===== src/rtl/pcs25g_pkg.sv =====
// pcs25g_pkg: shared widths for the 25G PCS gearbox chain
package pcs25g_pkg;
  localparam int GB_IN_W  = 192;
  localparam int GB_OUT_W = 64;
  localparam int GB_BEATS = 3;
endpackage


===== src/rtl/pcs_sync_fifo.sv =====
// pcs_sync_fifo: single-clock FIFO exposing its head entry combinationally
module pcs_sync_fifo #(
  parameter int WIDTH = 193,
  parameter int DEPTH = 2
) (
  input  logic             clk,
  input  logic             reset_n,
  input  logic             en,
  input  logic             push,
  input  logic             pop,
  input  logic [WIDTH-1:0] wdata,
  output logic [WIDTH-1:0] head,
  output logic             full,
  output logic             empty
);
  localparam int PW = $clog2(DEPTH);
  localparam int CW = PW + 1;
  logic [WIDTH-1:0] mem [DEPTH];
  logic [PW-1:0] wr_ptr, rd_ptr;
  logic [CW-1:0] count;
  function automatic logic [PW-1:0] nxt(input logic [PW-1:0] p);
    return (p == PW'(DEPTH - 1)) ? '0 : p + PW'(1);
  endfunction
  assign full  = count == CW'(DEPTH);
  assign empty = count == '0;
  assign head  = mem[rd_ptr];
  // storage is not reset; only the pointers define what is valid
  always_ff @(posedge clk)
    if (en && push) mem[wr_ptr] <= wdata;
  // pointers and occupancy; a simultaneous push and pop leaves count unchanged
  always_ff @(posedge clk or negedge reset_n)
    if (!reset_n) begin
      wr_ptr <= '0;
      rd_ptr <= '0;
      count  <= '0;
    end else if (en) begin
      if (push) wr_ptr <= nxt(wr_ptr);
      if (pop) rd_ptr <= nxt(rd_ptr);
      count <= count + CW'(push) - CW'(pop);
    end
endmodule


===== src/rtl/gearbox_192_64.sv =====
// gearbox_192_64: splits buffered 192-bit words into three 64-bit beats
module gearbox_192_64 import pcs25g_pkg::*; #(
  parameter int FIFO_DEPTH = 2
) (
  input  logic                clk,
  input  logic                reset_n,
  input  logic                in_enable,
  output logic                out_idle,
  input  logic [GB_IN_W-1:0]  in_data,
  input  logic                in_datavalid,
  input  logic                in_dataerror,
  output logic [GB_OUT_W-1:0] out_data,
  output logic                out_datavalid,
  output logic                out_dataerror,
  output logic                out_protoerr,
  input  logic                in_idle
);
  logic [GB_IN_W:0] head;
  logic full, empty, push, pop;
  logic [1:0] beat;
  assign out_idle      = in_enable & ~full;
  assign push          = in_datavalid & out_idle;
  assign out_datavalid = in_enable & ~empty & in_idle;
  assign pop           = out_datavalid & (beat == 2'(GB_BEATS - 1));
  assign out_dataerror = head[GB_IN_W] & out_datavalid;
  // beat select; zero whenever no beat is presented
  always_comb
    out_data = !out_datavalid ? '0 :
               beat == 2'd0 ? head[GB_OUT_W-1:0] :
               beat == 2'd1 ? head[2*GB_OUT_W-1:GB_OUT_W] :
               head[3*GB_OUT_W-1:2*GB_OUT_W];
  pcs_sync_fifo #(.WIDTH(GB_IN_W + 1), .DEPTH(FIFO_DEPTH)) u_fifo (
    .clk(clk),
    .reset_n(reset_n),
    .en(in_enable),
    .push(push),
    .pop(pop),
    .wdata({in_dataerror, in_data}),
    .head(head),
    .full(full),
    .empty(empty)
  );
  // beat position within the head word and sticky handshake-violation flag
  always_ff @(posedge clk or negedge reset_n)
    if (!reset_n) begin
      beat         <= '0;
      out_protoerr <= 1'b0;
    end else if (in_enable) begin
      if (out_datavalid) beat <= pop ? 2'd0 : beat + 2'd1;
      if (in_datavalid && !out_idle) out_protoerr <= 1'b1;
    end
endmodule


===== config.mk =====
export PLATFORM = sky130hd
export DESIGN_NAME = gearbox_192_64
export DESIGN_NICKNAME = d
export VERILOG_FILES = /design/src/rtl/pcs25g_pkg.sv /design/src/rtl/pcs_sync_fifo.sv /design/src/rtl/gearbox_192_64.sv
export SDC_FILE = /design/constraint.sdc
export NUM_CORES = 1
export LEC_CHECK = 0
export BUFFER_PORTS_ARGS = -buffer_cell sky130_fd_sc_hd__buf_2
export CORE_MARGIN = 8
export CORE_UTILIZATION = 30
export CTS_CLUSTER_DIAMETER = 30
export DETAILED_ROUTE_END_ITERATION = 8
export GPL_TIMING_DRIVEN = 0
export REMOVE_ABC_BUFFERS = 1
export SETUP_SLACK_MARGIN = 0.2
export SYNTH_ARGS = -nofsm -noshare
export SYNTH_HDL_FRONTEND = slang
export SYNTH_SLANG_ARGS = --single-unit

===== constraint.sdc =====
create_clock -name clk -period 9.01 [get_ports clk]
set_input_delay 0.901 -clock clk [delete_from_list [all_inputs] [get_ports clk]]
set_output_delay 0.901 -clock clk [all_outputs]
set_load 0.02 [all_outputs]

======== Word-level counts from Yosys, hierarchy flattened ========
Memory sizes are Yosys's and may differ from the RTL's.
Index checks and enable logic that the tools add are counted.
operators by class
  eq/ne operators ......................... 3
  add/sub/neg operators ................... 5
  reductions and logical operators ........ 9
  bitwise logic cells ..................... 8
  multiplexer cells ....................... 8
operator list
  cell                   number
  $mux W64               3
  $reduce_and A2 Y1      4
  $and A1 B1 Y1          6
  $eq A2 B2 Y1 const B   2
  $logic_not A2 Y1       2
  $mux W1                4
  $add A1 B1 Y1 const B  2
  $add A2 B1 Y2          1
  $add A2 B1 Y2 const B  1
  $eq A2 B1 Y1 const B   1
  $logic_and A1 B1 Y1    2
  $mux W2                1
  $not A1 Y1             2
  $sub A2 B1 Y2          1
  $logic_not A1 Y1       1
storage, ports and cells
  bits of input ports ..................... 198
  bits in registers ....................... 7
  RAM bits ................................ 386
  memories kept ........................... 1
  output and inout bits ................... 68
memories
  name        words  width  rd ports  clocked after memory_dff  wr ports  line                 source
  u_fifo.mem  2      193    1         0                         1         pcs_sync_fifo.sv:18  logic [WIDTH-1:0] mem [DEPTH];

======== Depth between registers and ports, before layout ========
  depth after elaboration ................. 7
  depth in mapped cells ................... 8
  gate-level depth less buffers ........... 8

======== Cells and area by module ========
Synthesis repeated with hierarchy kept, for this count alone.
second synthesis, totals
  cells, all modules ...................... 858
  area total of the unflattened synthesis .. 16668.5 µm²
by module, submodules not included
  module          instances  area each (µm²)  seq. area each (µm²)  cells an instance
  pcs_sync_fifo   1          14805.4          11691.2               622
  gearbox_192_64  1          1863.0           75.1                  236

======== Worst setup path after synthesis ========
Ideal clock, no wire load.
  path kind ............................... input -> register
  from .................................... input in_datavalid
  to ...................................... memory u_fifo.mem[0][0], enable pin
  slack ................................... -1.326 ns
  library setup time ...................... 0.772 ns
  arrival time ............................ 9.564 ns
  cell stages on the path ................. 2
  cells stage by stage .................... and3_1 nor2b_1
between the ends
  word-level cells in the longest chain between the ends .. 4
ends and longest elaborated chain
  element                        line                  source
  start: declaration             gearbox_192_64.sv:10  input logic in_datavalid,
  $and A1 B1 Y1                  gearbox_192_64.sv:22  assign push = in_datavalid & out_idle;
  $logic_and A1 B1 Y1            pcs_sync_fifo.sv:29   if (en && push) mem[wr_ptr] <= wdata;
  $mux W1                        pcs_sync_fifo.sv:29
  $mux W1 (implied by the code)  pcs_sync_fifo.sv:29
  end: declaration               pcs_sync_fifo.sv:18
No other way between the ends.

======== Worst setup path in the final report ========
  from .................................... register beat[1]
  to ...................................... output out_data[57]
between the ends
  word-level cells in the longest chain between the ends .. 4
ends and longest elaborated chain
  element                   line                  source
  start: declaration        gearbox_192_64.sv:20  logic [1:0] beat;
  start signal: assignment  gearbox_192_64.sv:49  if (out_datavalid) beat <= pop ? 2'd0 : beat + 2'd1;
  $eq A2 B1 Y1              gearbox_192_64.sv:30  beat == 2'd1 ? head[2*GB_OUT_W-1:GB_OUT_W] :
  $mux W64                  gearbox_192_64.sv:30
  $mux W64 (*)              gearbox_192_64.sv:29  beat == 2'd0 ? head[GB_OUT_W-1:0] :
  $mux W64 (*)              gearbox_192_64.sv:28  out_data = !out_datavalid ? '0 :
  end: declaration          gearbox_192_64.sv:12  output logic [GB_OUT_W-1:0] out_data,
Mark *: on every way between the ends. The rest lies on a longest branch, timed or not.

==> results.toml <==
[cells_and_area]
multi_input_area_mm2 = 0.003390
fillers = 4625
drive_above_1_share_pct = 44.23
final_cell_count_no_fill = 1886
regArea_mm2 = 0.01177
layout.nets = 1319
area_growth_from_synthesis_to_final_layout_pct = 35.30
final_core_utilization_pct = 41.02

[clock_tree]
post_cts.repair.setup_buffers = 0
cts_hold_buf = 0
tritoncts = "done"
cts.repair.resized = 0
cts.root.buffer_cell = "sky130_fd_sc_hd__clkbuf_16"
clock_tree.htree_level_count = 3
clk_transition_reported_paths_ps = 40
numClockSinks = 393
clk_latency_ps = 610
number_of_buffers_created_by_cts = 92
clock_tree.buffer_depth = 3

[floorplan]
start_util_pct = 30.31
die_y_um = 243.5
fp.dieW_um = 243.5
die_area_mm2 = 0.05927
core_area_mm2 = 0.05120
fp-row-count = 83
ios = 266

[synthesis]
synth_top_cell_area_share_pct = 74.69
synth_seq_area_share_pct = 75.81
synth_mux_area_share_pct = 13.48
yosys_warnings = 0
synth.lib_cells_used.distinct = 33
synth_xor_area_share_pct = 0.2257
complex_gate_fraction_of_the_synthesized_area_pct = 7.272
synth.cell_area_mm2 = 0.01552
synthDominantAreaCellType = "sky130_fd_sc_hd__edfxtp_1"
post_synth_adder_cell_area_pct = 0.1612
synthesis.area_per_instance_um2 = 19.60
synth_top_family_by_area = "multiplexers"
synth_simple_gate_area_share_pct = 0.5160
synth-seq-cells = 393
syn-instance-count = 792
synth_area_leaders = "sky130_fd_sc_hd__edfxtp_1, sky130_fd_sc_hd__mux2_1, sky130_fd_sc_hd__mux2i_1"

[placed_design]
portBuffers = 265
detailed_place_hpwl_um = 22960
placed_insts = 1705
gp_congestion = 0.7132

[critical_path]
slowest_delay_ps = 870
critPathLaunch = "beat[1]"
cp_delay_by_family_top = "buffers and inverters"
timing.critical_path.fanout_max = 42
crit_cells = 6
path_common_cell = "sky130_fd_sc_hd__buf_16"
worst_ep_arrival_time_ps = 3340
start_kind = "flip-flop"
crit_chain = "buf_16 > nand2b_4 > buf_16 > o22ai_1 > a211oi_1 > buf_2"
rr_startpoint = "u_fifo.count[1]"
worstRegToRegCells = 6
crit_path_end = "out_data[57]"
timing.critical_path.to_type = "output pin"
cp.required_ps = 8110
ff2ff_setup_slack_ps = 6470
setup.worst_path.class = "flip-flop to output pin"
critical_path.slowest_cell = "sky130_fd_sc_hd__dfrtp_4"
crit_buf_inv = 3
reg2reg_to = "u_fifo.mem[0][68]"

[timing]
worst_clk_skew_ps = 19.83
final_min_period_over_clock_period_pct = 47.08
min_period_ps = 4242
fmax_mhz = 235.7
worst_slew_margin_rel_pct = 40.71
timing.final.setup_violations = 0
final-max-slew-violation-count = 0
rsz0062_at_grt = "false"
timing.final.hold_violations = 0
worst_slew_pin_slew_ps = 889.3

[hold_path]
hold_class = "primary input to asynchronous set/reset pin"

[detailed_routing]
detailedRoute.firstPassIterationCount = 4
finalWirelength_um = 36870
drt_iter0_markers = 469
drc = 0
dr_total_vias = 8546
antenna_left = 0
routed_via_density = 4.531
wire_per_inst_um = 19.55

[grt]
grt_pass1_vias = 9375
pin_count_of_the_biggest_net_entering_global_routing = 57
grt_pass1_wl_um = 55560
grt.overflow.total = 0
grtUsageTotal_pct = 12.15
antenna_found_initial = 12

[pwr]
leakage_nw = 7.639
cellPowerDensity_mw_per_mm2 = 345.9
vdd.ir_drop.worst_mv = 0.1945

[run]
cap_violations = 0

[outcome]
run_status = "complete, no violations"
## per-layer routing
layer | track usage (%) | up-vias | part of all wire [%]
met5 | 0 | - | 0.092
met1 | 14.65 | 4242 | 42
met4 | 5.659 | 6 | 2.6
met2 | 19.11 | 264 | 48
met3 | 4.573 | 81 | 7.7
li1 | - | 3953 | -
## synth_stat cells (all sizes together)
cell	count
o21ai	1
and2	2
nor2b	1
a21o	2
mux2	128
nor3	1
dfrtp	7
xnor2	1
nor3b	2
nand2	2
a41o	1
nor2	1
and3	1
ha	2
inv	3
a211oi	64
xor2	3
or2	1
o211ai	1
mux2i	65
o22ai	64
clkbuf	12
edfxtp	386
buf	39
nand2b	2
## where the power goes
part / internal [W] / switching [W] / total (W)
clock: 0.00232 / 0.00101 / 0.00333
combinational: 0.000626 / 0.000887 / 0.00151
sequential: 0.00227 / 0.000148 / 0.00242
total: 0.00522 / 0.00204 / 0.00726
## cells in the final DEF, fill, tap and decap left out, drive strengths merged
| cell | count |
|---|---|
| o22ai | 64 |
| nor3 | 1 |
| nand2b | 2 |
| o21ai | 1 |
| diode | 10 |
| edfxtp | 386 |
| or2 | 1 |
| and2 | 2 |
| bufinv | 14 |
| a41o | 1 |
| nor3b | 2 |
| a21o | 2 |
| nand2 | 2 |
| and3 | 1 |
| clkbuf | 110 |
| a211oi | 64 |
| nor2 | 1 |
| clkinv | 34 |
| inv | 9 |
| xor2 | 3 |
| nor2b | 1 |
| o211ai | 1 |
| mux2i | 65 |
| clkinvlp | 7 |
| ha | 2 |
| xnor2 | 1 |
| mux2 | 128 |
| dfrtp | 7 |
| buf | 284 |
## layout make-up
type                            count  share of cell area (%)
Multi-Input combinational cell    345                   16.14
Clock buffer                      110                   11.63
Clock inverter                     61                   3.450
Inverter                            3                 0.05363
Sequential cell                   393                   56.07
Tap cell                          680                   4.052
Timing Repair Buffer              284                   8.485
Antenna cell                       10                  0.1192
## how the worst min path moves through the flow
stage                     slack [ps]          start             to  depth (start not counted)
after floorplan                  460  u_fifo.wr_ptr  u_fifo.wr_ptr                          1
after global routing             100        reset_n  u_fifo.rd_ptr                          1
after global placement           470  u_fifo.wr_ptr  u_fifo.wr_ptr                          1
final                            140        reset_n  u_fifo.rd_ptr                          1
after CTS                         80        reset_n  u_fifo.rd_ptr                          1
after detailed placement         490   out_protoerr   out_protoerr                          1
## cells by family after synthesis
kind of cell,after synthesis
DFF,393
muxes,193
AOI/OAI and AO/OA,133
buffers and inverters,54
and+or+nand+nor,13
xor gates and xnor gates,4
adders and majority gates,2
## stage by stage
stage               total power, W  cell area (um2)  hold WS, ps  setup slack [ps]   TNS, ps
global placement          0.004202            17320        469.1             -7298  -1514420
CTS                       0.007377            20970        78.27              4640         0
global route              0.007572            20980        98.88              4552         0
floorplan                 0.003564            15140        455.5             -1326   -255980
detailed placement        0.004002            17810        485.6              5322         0
finish                    0.007263            21000        135.3              4768         0
## flip-flops by register name, indices dropped and copies added (netlist names)
register       count
u_fifo.count       2
u_fifo.mem       386
u_fifo.wr_ptr      1
beat               2
u_fifo.rd_ptr      1
out_protoerr       1
Power figures use the tool's default switching activity.
